### config.mk
export PLATFORM = sky130hd
export DESIGN_NAME = fetch_unit
export DESIGN_NICKNAME = d
export VERILOG_FILES = /design/src/rtl/riscv_pkg.sv /design/src/rtl/fetch_pc_next.sv /design/src/rtl/fetch_unit.sv
export SDC_FILE = /design/constraint.sdc
export NUM_CORES = 1
export LEC_CHECK = 0
export BUFFER_PORTS_ARGS = -buffer_cell sky130_fd_sc_hd__clkbuf_2
export CORE_UTILIZATION = 46
export CTS_CLUSTER_DIAMETER = 80
export CTS_CLUSTER_SIZE = 28
export DETAILED_ROUTE_END_ITERATION = 8
export PLACE_DENSITY = 0.73
export SYNTH_ARGS = -nofsm -noshare
export SYNTH_HDL_FRONTEND = slang
export SYNTH_HIERARCHICAL = 1
export SYNTH_SLANG_ARGS = --single-unit
### constraint.sdc
create_clock -name clk -period 6.73 [get_ports clk]
set_clock_uncertainty 0.15 [all_clocks]
set_input_delay 0 -clock clk [delete_from_list [all_inputs] [get_ports clk]]
set_output_delay 0 -clock clk [all_outputs]
set_load 0.02 [all_outputs]
### src/rtl/riscv_pkg.sv
// Shared constants and types for the instruction fetch stage.
package riscv_pkg;

    localparam logic [31:0] NOP    = 32'h0000_0013;
    localparam logic [31:0] EBREAK = 32'h0010_0073;

    typedef enum logic [1:0] {
        FETCH_IDLE = 2'd0,
        FETCH_RUN  = 2'd1,
        FETCH_HALT = 2'd2
    } fetch_state_e;

    typedef enum logic [1:0] {
        PC_HOLD  = 2'd0,
        PC_INC   = 2'd1,
        PC_REDIR = 2'd2
    } pc_sel_e;

endpackage

### src/rtl/fetch_pc_next.sv
// Next-PC selection: hold, sequential advance, or redirect target.
module fetch_pc_next
    import riscv_pkg::*;
#(
    parameter int AWIDTH = 32
) (
    input  pc_sel_e           sel,
    input  logic [AWIDTH-1:0] pc,
    input  logic [AWIDTH-1:0] redirect_pc,
    output logic [AWIDTH-1:0] pc_plus4,
    output logic [AWIDTH-1:0] pc_next
);

    // Wraps naturally modulo 2^AWIDTH.
    assign pc_plus4 = pc + AWIDTH'(4);

    always_comb begin
        pc_next = pc;
        case (sel)
            PC_INC:   pc_next = pc_plus4;
            PC_REDIR: pc_next = redirect_pc;
            default:  pc_next = pc;
        endcase
    end

endmodule

### src/rtl/fetch_unit.sv
// Instruction fetch stage: PC register, IF/ID pipeline register and run/halt control.
module fetch_unit
    import riscv_pkg::*;
#(
    parameter int                AWIDTH     = 32,
    parameter int                IWIDTH     = 32,
    parameter logic [AWIDTH-1:0] RESET_PC   = '0,
    parameter int unsigned       IMEM_BYTES = 1024
) (
    input  logic              clk,
    input  logic              rst,
    input  logic              start,
    input  logic              stall,
    input  logic              flush,
    input  logic              redirect_valid,
    input  logic [AWIDTH-1:0] redirect_pc,
    output logic [AWIDTH-1:0] imem_addr,
    input  logic [IWIDTH-1:0] imem_inst,
    output logic              ifid_valid,
    output logic [AWIDTH-1:0] ifid_pc,
    output logic [AWIDTH-1:0] ifid_pc4,
    output logic [IWIDTH-1:0] ifid_inst,
    output logic              halted,
    output logic              fault
);

    localparam logic [AWIDTH-1:0] LAST_ADDR = AWIDTH'(IMEM_BYTES - 4);
    localparam logic [IWIDTH-1:0] NOP_W     = IWIDTH'(NOP);
    localparam logic [IWIDTH-1:0] EBREAK_W  = IWIDTH'(EBREAK);

    fetch_state_e      state_q, state_d;
    logic [AWIDTH-1:0] pc_q, pc_d, pc_plus4;
    pc_sel_e           pc_sel;
    logic              ifid_valid_q, ifid_valid_d;
    logic [AWIDTH-1:0] ifid_pc_q, ifid_pc_d;
    logic [AWIDTH-1:0] ifid_pc4_q, ifid_pc4_d;
    logic [IWIDTH-1:0] ifid_inst_q, ifid_inst_d;
    logic              halted_q, halted_d;
    logic              fault_q, fault_d;
    logic              bad_pc;
    logic              ebreak_held;

    fetch_pc_next #(.AWIDTH(AWIDTH)) u_pc_next (
        .sel         (pc_sel),
        .pc          (pc_q),
        .redirect_pc (redirect_pc),
        .pc_plus4    (pc_plus4),
        .pc_next     (pc_d)
    );

    assign bad_pc      = (pc_q[1:0] != 2'b00) || (pc_q > LAST_ADDR);
    // An accepted EBREAK sitting in IF/ID halts the stage one cycle after it was fetched.
    assign ebreak_held = ifid_valid_q && (ifid_inst_q == EBREAK_W);

    always_comb begin
        state_d      = state_q;
        pc_sel       = PC_HOLD;
        ifid_valid_d = ifid_valid_q;
        ifid_pc_d    = ifid_pc_q;
        ifid_pc4_d   = ifid_pc4_q;
        ifid_inst_d  = ifid_inst_q;
        halted_d     = halted_q;
        fault_d      = fault_q;
        case (state_q)
            FETCH_IDLE: begin
                if (start) begin
                    state_d = FETCH_RUN;
                end
            end
            FETCH_RUN: begin
                if (redirect_valid) begin
                    // The target is checked for faults on the cycle it is fetched.
                    pc_sel       = PC_REDIR;
                    ifid_valid_d = 1'b0;
                    ifid_inst_d  = NOP_W;
                end else if (flush) begin
                    ifid_valid_d = 1'b0;
                    ifid_inst_d  = NOP_W;
                    pc_sel       = stall ? PC_HOLD : PC_INC;
                end else if (ebreak_held) begin
                    state_d      = FETCH_HALT;
                    halted_d     = 1'b1;
                    ifid_valid_d = 1'b0;
                end else if (bad_pc) begin
                    state_d      = FETCH_HALT;
                    halted_d     = 1'b1;
                    fault_d      = 1'b1;
                    ifid_valid_d = 1'b0;
                end else if (!stall) begin
                    pc_sel       = PC_INC;
                    ifid_valid_d = 1'b1;
                    ifid_pc_d    = pc_q;
                    ifid_pc4_d   = pc_plus4;
                    ifid_inst_d  = imem_inst;
                end
            end
            FETCH_HALT: begin
                ifid_valid_d = 1'b0;
                halted_d     = 1'b1;
            end
            default: begin
                state_d = FETCH_IDLE;
            end
        endcase
    end

    always_ff @(posedge clk) begin
        if (rst) begin
            state_q      <= FETCH_IDLE;
            pc_q         <= RESET_PC;
            ifid_valid_q <= 1'b0;
            ifid_pc_q    <= '0;
            ifid_pc4_q   <= '0;
            ifid_inst_q  <= NOP_W;
            halted_q     <= 1'b0;
            fault_q      <= 1'b0;
        end else begin
            state_q      <= state_d;
            pc_q         <= pc_d;
            ifid_valid_q <= ifid_valid_d;
            ifid_pc_q    <= ifid_pc_d;
            ifid_pc4_q   <= ifid_pc4_d;
            ifid_inst_q  <= ifid_inst_d;
            halted_q     <= halted_d;
            fault_q      <= fault_d;
        end
    end

    assign imem_addr  = pc_q;
    assign ifid_valid = ifid_valid_q;
    assign ifid_pc    = ifid_pc_q;
    assign ifid_pc4   = ifid_pc4_q;
    assign ifid_inst  = ifid_inst_q;
    assign halted     = halted_q;
    assign fault      = fault_q;

endmodule

# After elaboration in Yosys (flattened, before gate mapping)
# Cells that the tools add are included.
dict set report word_totals {
  inputBits 70
  out_inout_bits 131
  wordCells 70
  regBits 133
}
dict set report op_classes {
  bitwise 6
  n_reduce_logical 12
  n_eq_ne 13
  mux 29
  n_lt_le_gt_ge 1
  n_addsub 1
}
# operator n
set ops {}
lappend ops {{32-bit 2-to-1 mux} 5}
lappend ops {{32-bit one-hot mux with 2 select lines} 1}
lappend ops {{32-bit by 3-bit adder with 32-bit output (second input constant)} 1}
lappend ops {{32-bit by 21-bit equality test with 1-bit output (second input constant)} 1}
lappend ops {{32-bit by 10-bit greater-than comparator with 1-bit output (second input constant)} 1}
lappend ops {{2-bit 2-to-1 mux} 7}
lappend ops {{1-bit 2-to-1 mux} 13}
lappend ops {{5-bit AND reduction} 2}
lappend ops {{3-bit inequality test (second input constant)} 3}
lappend ops {{4-bit AND reduction} 2}
lappend ops {{2-bit inequality test (second input constant)} 3}
lappend ops {{6-bit inequality test (second input constant)} 1}
lappend ops {{1-bit inverter} 6}
lappend ops {{2-bit one-hot mux with 3 select lines} 1}
lappend ops {{6-bit AND reduction} 1}
lappend ops {{2-bit nonzero test} 3}
lappend ops {{2-bit by 1-bit equality test with 1-bit output (second input constant)} 2}
lappend ops {{2-bit equality test (second input constant)} 2}
lappend ops {{1-bit one-hot mux with 2 select lines} 2}
lappend ops {{3-bit by 1-bit inequality test with 1-bit output (second input constant)} 1}
lappend ops {{2-bit logical NOT} 1}
lappend ops {{2-bit AND reduction} 1}
lappend ops {{1-bit logical AND} 1}
lappend ops {{1-bit logical OR} 1}

# Depth between registers and ports, before layout
# Gate-level depths: netlist (run 1).
dict set report logic_depth {
  ltp_word 9
  ltp_mapped 15
  mapped_depth_nobuf 12
}

# Hierarchy
# The synthesis (run 1) kept the hierarchy.
# module cells_each area_per_inst_um2 instances seq_area_each_um2
set by_module_without_submodules {}
lappend by_module_without_submodules {fetch_unit 443 4529.3 1 2662.6}
lappend by_module_without_submodules {fetch_pc_next 278 1739.2 1 0.0}

# Worst setup path after synthesis (run 1)
# No wires, ideal clock.
dict set report synth_path {
  path_kind {flip-flop to flip-flop}
  start {register ifid_valid_q, in the netlist ifid_valid}
  end {register pc_q[23], in the netlist imem_addr[23]}
  setup_time_ps 66
  t_arrival_ps 3155
  path_stages_with_launch 15
  period_less_slack_ps 3371
  slack_ps 3359
  n_path_buf 2
  required_ps 6514
  cell_sequence {dfxtp_1 > nor4b_2 > nand4_1 > or4_1 > buf_2 > a21oi_1 > nor3_1 > inv_1 > ha_1 > buf_6 > nand2b_1 > nor2_1 > or4b_2 > nand3_1 > nor2b_1}
}
dict set report synth_via {
  elab_chain_len 7
  word_cells_on_any_way 9
  classes_between {eq/ne: 2; mux: 5; reduce/logical: 2}
}
# item line
set synth_rtl {}
lappend synth_rtl {{start, declared} fetch_unit.sv:34} ;# logic ifid_valid_q, ifid_valid_d;
lappend synth_rtl {{start signal, assigned} fetch_unit.sv:120} ;# ifid_valid_q <= ifid_valid_d;
lappend synth_rtl {{1-bit logical AND *} fetch_unit.sv:53} ;# assign ebreak_held = ifid_valid_q && (ifid_inst_q == EBREAK_W);
lappend synth_rtl {{1-bit 2-to-1 mux *} fetch_unit.sv:80} ;# end else if (ebreak_held) begin
lappend synth_rtl {{1-bit 2-to-1 mux *} fetch_unit.sv:76} ;# end else if (flush) begin
lappend synth_rtl {{2-bit 2-to-1 mux *} fetch_unit.sv:71} ;# if (redirect_valid) begin
lappend synth_rtl {{2-bit 2-to-1 mux *} fetch_unit.sv:64} ;# case (state_q)
lappend synth_rtl {{net pc_sel[0]} fetch_unit.sv:33} ;# pc_sel_e pc_sel;
lappend synth_rtl {{2-bit equality test or 2-bit by 1-bit equality test with 1-bit output (tied branches)} fetch_pc_next.sv:19} ;# case (sel)
lappend synth_rtl {{32-bit one-hot mux with 2 select lines *} fetch_pc_next.sv:19}
lappend synth_rtl {{net pc_d[23]} fetch_unit.sv:32} ;# logic [AWIDTH-1:0] pc_q, pc_d, pc_plus4;
lappend synth_rtl {{end signal, assigned} fetch_unit.sv:119} ;# pc_q <= pc_d;
lappend synth_rtl {{end, declared} fetch_unit.sv:32}
# Mark *: on every way through the listed nets, which the timed path passes. The rest lies on a longest branch.
# A chain may end at the register's enable or synchronous reset.

# Worst setup path in the final report (run 1)
dict set report layout_path {
  start {register ifid_inst_q[18], in the netlist ifid_inst[18]}
  end {register pc_q[23], in the netlist imem_addr[23]}
}
dict set report layout_via {
  elab_chain_len 8
  word_cells_on_any_way 10
  classes_between {eq/ne: 3; mux: 5; reduce/logical: 2}
}
# item line
set layout_rtl {}
lappend layout_rtl {{start, declared} fetch_unit.sv:37} ;# logic [IWIDTH-1:0] ifid_inst_q, ifid_inst_d;
lappend layout_rtl {{start signal, assigned} fetch_unit.sv:123} ;# ifid_inst_q <= ifid_inst_d;
lappend layout_rtl {{32-bit by 21-bit equality test with 1-bit output *} fetch_unit.sv:53}
lappend layout_rtl {{1-bit logical AND *} fetch_unit.sv:53}
lappend layout_rtl {{1-bit 2-to-1 mux *} fetch_unit.sv:80}
lappend layout_rtl {{1-bit 2-to-1 mux *} fetch_unit.sv:76}
lappend layout_rtl {{2-bit 2-to-1 mux *} fetch_unit.sv:71}
lappend layout_rtl {{2-bit 2-to-1 mux *} fetch_unit.sv:64}
lappend layout_rtl {{net pc_sel[0]} fetch_unit.sv:33}
lappend layout_rtl {{2-bit equality test or 2-bit by 1-bit equality test with 1-bit output (tied branches)} fetch_pc_next.sv:19}
lappend layout_rtl {{32-bit one-hot mux with 2 select lines *} fetch_pc_next.sv:19}
lappend layout_rtl {{net pc_d[23]} fetch_unit.sv:32}
# Marks and branches as above.

==> impl_metrics.env, run 1 <==
export IMPL_run_status="completed"
export IMPL_placement_setup_slack_ps=2113
export IMPL_timing_worst_slew_pin_value_ps=1190
export IMPL_routed_via_density=5.482
export IMPL_crit_path_max_fanout=54
export IMPL_nets=1031
export IMPL_synth_compound_area_share_pct=20.26
export IMPL_place_port_buffers=200
export IMPL_drt_wl_total_um=18500
export IMPL_syn_num_nets=798
export IMPL_synthToLayoutAreaGrowth_pct=35.95
export IMPL_fp_coreArea_mm2=0.01324
export IMPL_synth_main_ff_cell="dfxtp_1"
export IMPL_placed_cells_incl_taps=1042
export IMPL_cts_htree_levels=4
export IMPL_timing_hold_worst_start="stall"
export IMPL_whs_path_depth=5
export IMPL_design_power_total_w=0.002144
export IMPL_worstSetupPathType="reg -> reg"
export IMPL_floorplan_initialDensity_pct=47.34
export IMPL_grt_max_degree=79
export IMPL_timing_final_setup_violations=0
export IMPL_yosysTopAreaCell="dfxtp_1"
export IMPL_clock_sinks=133
export IMPL_rows=42
export IMPL_fmax_mhz=215.3
export IMPL_place_hpwl_um=11790
export IMPL_drv_cap=0
export IMPL_grt_pass1_wl_um=29430
export IMPL_post_cts_setup_buffer_count=0
export IMPL_area_of_combinational_cells_with_multiple_inputs_mm2=0.003238
export IMPL_average_footprint_of_a_synthesized_cell_um2=8.694
export IMPL_worstSetupStartpointType="flop"
export IMPL_synth_edf_count=0
export IMPL_synth_xor_area_share_pct=3.353
export IMPL_initial_antenna_violation_count=0
export IMPL_vdd_drop_max_uv=173.2
export IMPL_first_global_vias=5765
export IMPL_rsz0062_at_grt="no"
export IMPL_filler_cell_count=1122
export IMPL_reg2reg_from="ifid_inst[18]$_SDFFE_PP0P_"
export IMPL_post_route_cells_drive_above_1_share_pct=27.15
export IMPL_clockRootBuffer="clkbuf_16"
export IMPL_synth_simple_gate_area_share_pct=24.75
export IMPL_cts_tree="done"
export IMPL_worst_slack_ps=2085
export IMPL_timing_final_crit_share_pct=69.02
export IMPL_synth_async_reset_ratio_pct=0
export IMPL_synthAdderAreaFrac_pct=1.397
export IMPL_initialDrtViolationCount=430
export IMPL_ff2ff_path_depth=13
export IMPL_io_pin_count=201
export IMPL_critPathLaunch="ifid_inst[18]$_SDFFE_PP0P_"
export IMPL_syn_instance_count=721
export IMPL_combinational_family_with_the_most_area_after_synthesis="simple AND/OR/NAND/NOR gates"
export IMPL_final_hold_violation_count=0
export IMPL_seqCellArea_mm2=0.002663
export IMPL_route_vias_total=6255
export IMPL_yosys_mux_area_fraction_pct=1.637
export IMPL_worst_endpoint_arrival_ps=4840
export IMPL_antenna_diode_count=0
export IMPL_number_of_clock_buffers_inserted_by_tritoncts=17
export IMPL_ys_ff_latch=133
export IMPL_worst_skew_pair_late_latency_ps=420
export IMPL_final_gp_congestion=0.8972
export IMPL_route_detailed_drc=0
export IMPL_setup_worst_path_end_class="flop"
export IMPL_clkSlewWorstSetupHoldPaths_ps=60
export IMPL_floorplan_die_area_mm2=0.01410
export IMPL_timing_critical_path_required_ps=6930
export IMPL_die_width_um=118.7
export IMPL_yosys_warnings=6
export IMPL_postRouteAntennaNets=0
export IMPL_drt_pre_antenna_iters=5
export IMPL_power_density_mw_per_mm2=251.5
export IMPL_die_height_um=118.7
export IMPL_drt_wirelength_per_cell_um=16.21
export IMPL_power_static_leakage_nw=3.700
export IMPL_post_synth_main_area_contributors="dfxtp_1 (42%), nand3_1 (4.6%), a22o_1 (4.6%), o21ai_0 (4.4%), a21oi_1 (4.2%)"
export IMPL_fin_tns_setup_ps=0
export IMPL_finish_instance_area_mm2=0.008522
export IMPL_min_period_ps=4645
export IMPL_final_cells=1141
export IMPL_min_path_type="in -> reg"
export IMPL_synth_largest_type_area_fraction_pct=42.48
export IMPL_synth_area_mm2=0.006269
export IMPL_slew_violations=0
export IMPL_cts_path_max_buffers=2
export IMPL_worst_case_headroom_to_the_max_slew_limit_pct=20.67
export IMPL_groute_usage_overall_pct=26.54
export IMPL_synth_seq_area_share_pct=42.48
export IMPL_dpl_instance_area_mm2=0.007238
export IMPL_synthDistinctLibCells=63
export IMPL_grt_remaining_overflow=0
cells in the mapped netlist, drive strengths merged (4+ instances only):
master    n
dfxtp   133
nand3    58
o21ai    55
a21oi    53
clkbuf   37
nand2    36
nor2b    35
nor2     34
a22o     33
and2     25
buf      25
a22oi    20
nand4    18
inv      16
nor4     14
nor3     13
xor2     13
xnor2    11
and3     10
mux2i     8
o211ai    8
ha        7
or2       7
nor4b     5
or3       5
and4      4
o311ai    4
sequential cells by signal (all words and copies together) (netlist names):
register,count
ifid_valid,1
ifid_inst,32
ifid_pc,32
halted,1
imem_addr,32
state_q,2
ifid_pc4,32
fault,1
per-stage QoR:
stage / util, % / hold slack (ps)
after CTS: 64.35 / 37.39
after global placement: 54.66 / 59.82
after floorplan: - / -24.51
after global routing: 64.35 / 103.7
after detailed placement: 54.66 / 63.13
final: 64.35 / 63.99
placed cells by master, fill, tap and decap left out, types with 3 or more instances in the layout:
cell and instances:
a21oi_1 52, a22o_1 33, a22oi_1 20, a2bb2oi_1 3, and2_1 25, and3_1 10, and4_1 3, buf_4 7
clkbuf_16 17, clkbuf_2 200, clkbuf_8 5, clkinv_2 3, dfxtp_1 133, dlygate4sd3_1 69, ha_1 7, inv_1 16
mux2i_1 8, nand2_1 36, nand2b_1 3, nand3_1 58, nand4_1 16, nor2_1 34, nor2b_1 34, nor3_1 12
nor4_1 12, nor4b_2 3, o211ai_1 8, o21ai_0 55, o311ai_0 3, or2_2 6, or3_1 4, xnor2_1 11
xor2_1 13
power by group:
part	switching (W)	internal, W
clock	0.000330	0.000588
combinational	0.000225	0.000145
sequential	0.0000411	0.000815
layout make-up:
class,count,share of cell area [%]
inverters,17,0.7488
well taps,176,2.584
clock inverters,8,1.160
clock buffers,22,5.799
repair buffers,276,20.47
multi-input cells,509,38.00
flip-flops and latches,133,31.24
path summary, 6_finish.rpt:
kind | to | slack [ps]
worst max register to register | imem_addr[23]$_SDFF_PP0_ | 2090
worst min register to register | ifid_pc[12]$_SDFFE_PP0P_ | 310
worst max-delay path | imem_addr[23]$_SDFF_PP0_ | 2090
worst min-delay path | ifid_pc4[25]$_SDFFE_PP0P_ | 60
kinds of logic (layout without fill, tap and decap cells):
kind of cell,count (synthesis),count (layout)
fa+ha+maj,7,7
simple gates,274,274
flops,133,133
compound gates,194,194
buf+inv,79,323
xor+xnor,24,24
mux,10,10
worst max-delay path, stage by stage (launching register included):
cell      delay, ps
dfxtp_1         330
nor4b_2         310
nand4_1         210
or4_2          1160
a21oi_1         280
nor3_1           80
inv_1            60
ha_1            240
buf_4           300
nand2b_1        430
nor2_1          170
or4b_2          600
nand3_1         100
nor2b_1         120
per-layer routing:
layer  vias to the layer above  routed length (um)  track usage, %
met5                         -                   0               0
met4                         0                 663           14.48
met3                        45                1119           6.226
met2                       255                8558           41.63
met1                      2883                8158           33.58
li1                       3072                   -               -
timing repair:
action,4_1_cts,5_1_grt
gates resized for setup,0,0
endpoints found under the hold margin,69,0
hold buffers,69,0
No activity file was read; power rests on OpenSTA's default activity.
==> inputs of run 2 (changes only) <==
--- a/config.mk
+++ b/config.mk
@@ -5,12 +5,13 @@
 export SDC_FILE = /design/constraint.sdc
 export NUM_CORES = 1
 export LEC_CHECK = 0
+export ABC_AREA = 1
 export BUFFER_PORTS_ARGS = -buffer_cell sky130_fd_sc_hd__clkbuf_2
 export CORE_UTILIZATION = 46
 export CTS_CLUSTER_DIAMETER = 80
 export CTS_CLUSTER_SIZE = 28
 export DETAILED_ROUTE_END_ITERATION = 8
-export PLACE_DENSITY = 0.73
+export PLACE_DENSITY = 0.75
 export SYNTH_ARGS = -nofsm -noshare
 export SYNTH_HDL_FRONTEND = slang
 export SYNTH_HIERARCHICAL = 1
==> constraint.sdc (replaced) <==
create_clock -name clk -period 4.25 [get_ports clk]
set_clock_uncertainty 0.15 [all_clocks]
set_input_delay 0 -clock clk [delete_from_list [all_inputs] [get_ports clk]]
set_output_delay 0 -clock clk [all_outputs]
set_load 0.02 [all_outputs]
==> run 2 against run 1 <==
Sequential share of layout area down 2.9 points. Critical path type unchanged. Critical path depth up 4. Combinational power rose to 4.3 times the previous value. Largest cell class unchanged. Largest power group is now sequential cells. Highest routed layer unchanged. Global-route usage up 0.56 points.
==> impl_metrics.env, run 2 <==
export IMPL_nets=1464
export IMPL_place_hpwl_um=13610
export IMPL_synth_seq_area_share_pct=37.40
export IMPL_synth_main_ff_cell="dfxtp_1"
export IMPL_dpl_instance_area_mm2=0.008133
export IMPL_final_hold_violation_count=0
export IMPL_clkSlewWorstSetupHoldPaths_ps=60
export IMPL_run_status="completed"
export IMPL_slack_of_the_worst_reg_to_reg_path_ps=960
export IMPL_die_height_um=126.4
export IMPL_power_static_leakage_nw=4.825
export IMPL_slew_violations=0
export IMPL_fin_tns_setup_ps=0
export IMPL_mostFrequentLayoutCells="nand2_1 (336), nor2_1 (243), clkbuf_2 (199)"
export IMPL_cts_tree="done"
export IMPL_cpPeakStageDelay_ps=510
export IMPL_clock_sinks=133
export IMPL_routed_via_density=4.950
export IMPL_yosys_mux_area_fraction_pct=0
export IMPL_drt_wl_total_um=21260
export IMPL_synth_simple_gate_area_share_pct=44.15
export IMPL_drv_cap=0
export IMPL_route_vias_total=7855
export IMPL_synth_edf_count=0
export IMPL_timing_critical_path_required_ps=4450
export IMPL_synth_xor_area_share_pct=2.127
export IMPL_min_period_ps=3292
export IMPL_cts_htree_levels=4
export IMPL_place_port_buffers=200
export IMPL_syn_instance_count=1152
export IMPL_cp_cell_sequence="nor2_1 -> nand3_1 -> nor2_1 -> nand2_1 -> inv_2 -> a21oi_1 -> nor3_1 -> inv_1 -> ha_1 -> inv_2 -> buf_4 -> nand3_1 -> o21ai_0 -> inv_1 -> nand2_1 -> inv_1 -> nor2_1"
export IMPL_worstSetupStartpointType="flop"
export IMPL_cts_path_max_buffers=2
export IMPL_synth_async_reset_ratio_pct=0
export IMPL_synthDistinctLibCells=30
export IMPL_timing_worst_slew_pin_value_ps=1103
export IMPL_worst_skew_pair_late_latency_ps=430
export IMPL_synthToLayoutAreaGrowth_pct=31.97
export IMPL_worst_endpoint_arrival_ps=3490
export IMPL_post_cts_setup_buffer_count=0
export IMPL_critPathSlowestCell="ha_1"
export IMPL_clockRootBuffer="clkbuf_16"
export IMPL_floorplan_die_area_mm2=0.01598
export IMPL_initialDrtViolationCount=624
export IMPL_worstSetupPathType="reg -> reg"
export IMPL_yosys_warnings=6
export IMPL_groute_usage_overall_pct=27.10
export IMPL_timing_final_setup_violations=0
export IMPL_synthTopCellsByCount="nand2_1 (336), nor2_1 (243), inv_1 (165)"
export IMPL_postRouteAntennaNets=0
export IMPL_setup_worst_path_end_class="flop"
export IMPL_power_density_mw_per_mm2=501.2
export IMPL_fmax_mhz=303.8
export IMPL_ys_ff_latch=133
export IMPL_first_global_vias=7264
export IMPL_grt_pass1_wl_um=34890
export IMPL_yosysTopAreaCell="dfxtp_1"
export IMPL_cts_resized=0
export IMPL_synth_compound_area_share_pct=2.373
export IMPL_timing_final_crit_share_pct=77.46
export IMPL_initial_antenna_violation_count=0
export IMPL_drt_pre_antenna_iters=7
export IMPL_layout_commonest_cell="nand2_1"
export IMPL_drt_wirelength_per_cell_um=13.39
export IMPL_post_synth_main_area_contributors="dfxtp_1 (37%), nand2_1 (18%), nor2_1 (13%), inv_1 (8.7%), nand3_1 (7.2%)"
export IMPL_post_route_cells_drive_above_1_share_pct=19.09
export IMPL_post_synth_top_count_cell="nand2_1"
export IMPL_floorplan_initialDensity_pct=47.01
export IMPL_rows=45
export IMPL_combinational_family_with_the_most_area_after_synthesis="simple AND/OR/NAND/NOR gates"
export IMPL_rsz0062_at_grt="no"
export IMPL_synth_largest_type_area_fraction_pct=37.40
export IMPL_number_of_clock_buffers_inserted_by_tritoncts=17
export IMPL_crit_path_max_fanout=50
export IMPL_syn_num_nets=1229
export IMPL_min_path_type="in -> reg"
export IMPL_fp_coreArea_mm2=0.01515
export IMPL_synthAdderAreaFrac_pct=1.230
export IMPL_route_detailed_drc=0
export IMPL_worst_case_headroom_to_the_max_slew_limit_pct=26.24
export IMPL_antenna_diode_count=0
export IMPL_vdd_drop_max_uv=355.6
export IMPL_final_gp_congestion=0.9059
export IMPL_filler_cell_count=1362
export IMPL_io_pin_count=201
export IMPL_grt_remaining_overflow=0
export IMPL_finish_instance_area_mm2=0.009395
export IMPL_synth_area_mm2=0.007119
export IMPL_average_footprint_of_a_synthesized_cell_um2=6.180
export IMPL_grt_max_degree=88
export IMPL_die_width_um=126.4
run 2: routing by layer:
layer / vias to the layer above / global-route usage, % / share of wire (%)
li1: 3949 / - / -
met1: 3488 / 33.21 / 42
met2: 368 / 45.95 / 48
met3: 50 / 5.652 / 7.5
met4: 0 / 11.84 / 2.9
met5: - / 0 / 0
run 2: worst max-delay path: cells and delay by family (launching register included):
| kind | cells | cell delay, ps |
|---|---|---|
| AND/OR/NAND/NOR | 8 | 1020 |
| AO/OA/AOI/OAI | 2 | 220 |
| adder cells (fa/ha/maj) | 1 | 510 |
| flip-flops | 1 | 410 |
| buffers and inverters | 6 | 890 |
run 2: worst paths after layout:
kind / to / cells past startpoint / startpoint
min reg2reg: ifid_pc[10]$_SDFFE_PP0P_ / 2 / ifid_pc[10]$_SDFFE_PP0P_
max reg2reg: imem_addr[19]$_SDFF_PP0_ / 17 / imem_addr[15]$_SDFF_PP0_
min: ifid_pc4[20]$_SDFFE_PP0P_ / 4 / rst
max: imem_addr[19]$_SDFF_PP0_ / 17 / imem_addr[15]$_SDFF_PP0_
run 2: logic make-up after synthesis:
group	after synthesis
simple gates	742
buf+inv	227
flops	133
compound gates	30
xor+xnor	13
fa+ha+maj	7
run 2: power by group:
| part | internal, W | switching (W) | leakage [nW] |
|---|---|---|---|
| sequential | 0.00144 | 0.000163 | 1.08 |
| combinational | 0.000550 | 0.00104 | 3.46 |
| clock | 0.000965 | 0.000552 | 0.289 |
| total | 0.00295 | 0.00176 | 4.83 |
run 2: repair_timing:
action,in CTS,in global routing
endpoints found under the hold margin,67,0
hold buffers,66,0
endpoints found under the setup margin,0,0
run 2: final cells by class:
| cell class | instances | area (um^2) | area share (%) |
|---|---|---|---|
| multi-input cells | 792 | 3551 | 37.79 |
| clock buffers | 23 | 478.0 | 5.087 |
| repair buffers | 271 | 1699 | 18.08 |
| inverters | 172 | 645.6 | 6.872 |
| flip-flops and latches | 133 | 2663 | 28.34 |
| well taps | 188 | 235.2 | 2.504 |
| clock inverters | 8 | 123.9 | 1.318 |
run 2: metrics by stage:
step                      hold WS, ps  setup slack, ps  utilization [%]  cells  power (W)
final                           31.76            957.9            62.03   1587   0.004709
after global routing            106.8            608.1            62.03   1587   0.005013
after CTS                       55.99            959.7            62.03   1587   0.004703
after detailed placement        144.1            973.8            53.70   1490   0.003136
after global placement          138.8             1078            53.70   1490   0.003119
after floorplan                 49.12             1699                -   1152   0.002718
==> inputs of run 3 (changes only) <==
--- a/config.mk
+++ b/config.mk
@@ -11,7 +11,7 @@
 export CTS_CLUSTER_DIAMETER = 80
 export CTS_CLUSTER_SIZE = 28
 export DETAILED_ROUTE_END_ITERATION = 8
-export PLACE_DENSITY = 0.75
+export PLACE_DENSITY = 0.72
 export SYNTH_ARGS = -nofsm -noshare
 export SYNTH_HDL_FRONTEND = slang
 export SYNTH_HIERARCHICAL = 1
==> constraint.sdc (replaced) <==
create_clock -name clk -period 3.3 [get_ports clk]
set_clock_uncertainty 0.15 [all_clocks]
set_input_delay 0 -clock clk [delete_from_list [all_inputs] [get_ports clk]]
set_output_delay 0 -clock clk [all_outputs]
set_load 0.02 [all_outputs]
==> run 3 against run 2 <==
Wire length shrank 1.2%. Hold slack gained 30 ps. Sequential cell count is the same. Sequential share of layout area shrank 0.38 points. Critical path depth shrank 1. Largest power group is now clock. Total power grew 34%. Non-clock buffer count grew 6. Final area grew 1.4%.
==> impl_metrics.env, run 3 (synthesis results as in run 2) <==
export IMPL_place_port_buffers=200
export IMPL_cts_htree_levels=4
export IMPL_critPathCapture="imem_addr[21]$_SDFF_PP0_"
export IMPL_timing_final_setup_violations=0
export IMPL_routed_via_density=4.881
export IMPL_utilization_pct=62.87
export IMPL_place_hpwl_um=13720
export IMPL_drt_wirelength_per_cell_um=13.17
export IMPL_timing_final_crit_share_pct=89.90
export IMPL_crit_path_max_fanout=27
export IMPL_rows=45
export IMPL_drt_pre_antenna_iters=7
export IMPL_grt_remaining_overflow=0
export IMPL_route_detailed_drc=0
export IMPL_groute_usage_overall_pct=26.85
export IMPL_die_height_um=126.4
export IMPL_worst_case_headroom_to_the_max_slew_limit_pct=35.05
export IMPL_timing_rr_end="imem_addr[21]$_SDFF_PP0_"
export IMPL_power_switching_fraction_pct=36.05
export IMPL_p_switching_w=0.002271
export IMPL_worst_endpoint_arrival_ps=3170
export IMPL_worstSetupPathType="reg -> reg"
export IMPL_slack_of_the_worst_reg_to_reg_path_ps=330
export IMPL_post_cts_setup_buffer_count=0
export IMPL_reg2reg_from="imem_addr[23]$_SDFF_PP0_"
export IMPL_drt_wl_total_um=21000
export IMPL_cts_path_max_buffers=2
export IMPL_p_seq_share_pct=32.8
export IMPL_layout_commonest_cell="nand2_1"
export IMPL_grt_pass1_wl_um=34210
export IMPL_final_hold_violation_count=0
export IMPL_power_static_leakage_nw=4.892
export IMPL_die_width_um=126.4
export IMPL_ff2ff_path_depth=16
export IMPL_clock_sinks=133
export IMPL_postRouteAntennaNets=0
export IMPL_floorplan_die_area_mm2=0.01598
export IMPL_worst_slack_ps=333.3
export IMPL_min_period_ps=2967
export IMPL_fin_tns_setup_ps=0
export IMPL_run_status="completed"
export IMPL_rsz0062_at_grt="no"
export IMPL_number_of_clock_buffers_inserted_by_tritoncts=17
export IMPL_final_gp_congestion=0.8815
export IMPL_power_internal_w=0.004029
export IMPL_nets=1470
export IMPL_power_share_clock_pct=34.7
export IMPL_floorplan_initialDensity_pct=47.01
export IMPL_timing_worst_slew_pin_value_ps=974.2
export IMPL_share_comb_of_total_power_pct=32.5
export IMPL_power_density_mw_per_mm2=661.6
export IMPL_filler_cell_count=1419
export IMPL_placement_setup_slack_ps=340.9
export IMPL_whs_ps=61.45
export IMPL_clockRootBuffer="clkbuf_16"
export IMPL_critPathLaunch="imem_addr[23]$_SDFF_PP0_"
export IMPL_drv_cap=0
export IMPL_antenna_diode_count=0
export IMPL_timing_critical_path_required_ps=3510
export IMPL_vdd_drop_max_uv=469.4
export IMPL_fmax_mhz=337.1
export IMPL_grt_max_degree=88
export IMPL_first_global_vias=7139
export IMPL_synthToLayoutAreaGrowth_pct=33.76
export IMPL_min_path_type="in -> reg"
export IMPL_worst_skew_pair_late_latency_ps=420
export IMPL_setup_worst_path_end_class="flop"
export IMPL_worstSetupStartpointType="flop"
export IMPL_post_route_cells_drive_above_1_share_pct=19.70
export IMPL_slew_violations=0
export IMPL_mostFrequentLayoutCells="nand2_1 (336), nor2_1 (243), clkbuf_2 (199)"
export IMPL_clkSlewWorstSetupHoldPaths_ps=60
export IMPL_io_pin_count=201
export IMPL_fp_coreArea_mm2=0.01515
export IMPL_cts_tree="done"
export IMPL_route_vias_total=7781
export IMPL_initialDrtViolationCount=593
export IMPL_initial_antenna_violation_count=0
[run 3: area by class of cell]
| class | instances | area, um^2 | share of cell area [%] |
|---|---|---|---|
| Multi-Input combinational cell | 792 | 3551 | 37.29 |
| Inverter | 172 | 645.6 | 6.780 |
| Timing Repair Buffer | 277 | 1748 | 18.36 |
| Clock buffer | 19 | 452.9 | 4.756 |
| Tap cell | 188 | 235.2 | 2.470 |
| Clock inverter | 13 | 227.7 | 2.391 |
| Sequential cell | 133 | 2663 | 27.96 |
[run 3: what timing repair did]
action	in CTS	in global routing
setup endpoints to repair	0	4
hold buffers	66	0
gates resized for setup	0	1
endpoints found under the hold margin	67	0
[run 3: worst min-delay path by stage]
stage / from / endpoint / depth (start not counted)
global placement: imem_inst[0] / ifid_inst[0]$_SDFFE_PP1P_ / 4
floorplan: imem_inst[0] / ifid_inst[0]$_SDFFE_PP1P_ / 3
detailed placement: imem_inst[1] / ifid_inst[1]$_SDFFE_PP1P_ / 4
finish: rst / ifid_pc4[19]$_SDFFE_PP0P_ / 4
global route: rst / ifid_pc4[21]$_SDFFE_PP0P_ / 4
CTS: rst / ifid_inst[4]$_SDFFE_PP1P_ / 3
[run 3: routing by layer]
| metal | part of all wire, % | global-route usage, % | vias up |
|---|---|---|---|
| met3 | 6.5 | 5.567 | 31 |
| li1 | - | - | 3953 |
| met5 | 0 | 0 | - |
| met2 | 48 | 45.56 | 303 |
| met1 | 44 | 33.05 | 3494 |
| met4 | 2.2 | 11.34 | 0 |
[run 3: power groups by stage]
| stage | clock [W] | sequential (W) | combinational, W |
|---|---|---|---|
| 4_1_cts | 0.00222 | 0.00206 | 0.00204 |
| 3_5_place_dp | 0 | 0.00209 | 0.00197 |
| 6_report | 0.00219 | 0.00206 | 0.00205 |
| 2_1_floorplan | 0 | 0.00233 | 0.00117 |
| 5_1_grt | 0.00228 | 0.00210 | 0.00231 |
| 3_3_place_gp | 0 | 0.00209 | 0.00194 |
[run 3: critical path, stage by stage, from the launching register on]
cell     delay, ps
dfxtp_1        380
nor2_1         130
nand3_1        100
nor2_1         160
nand2_1        160
inv_2          170
a21oi_1         90
nor3_1         220
inv_1           80
ha_1           320
inv_2           70
nand2_1        110
inv_2          410
nand3_1        150
nand2_1        100
inv_1           40
nor2_1          70
[run 3: metrics by stage]
step | std cells | total power, W | instance area, um^2
2_1_floorplan | 1152 | 0.003500 | 7119
3_3_place_gp | 1496 | 0.004036 | 8178
3_5_place_dp | 1496 | 0.004059 | 8178
4_1_cts | 1594 | 0.006316 | 9519
5_1_grt | 1594 | 0.006687 | 9523
6_report | 1594 | 0.006300 | 9523
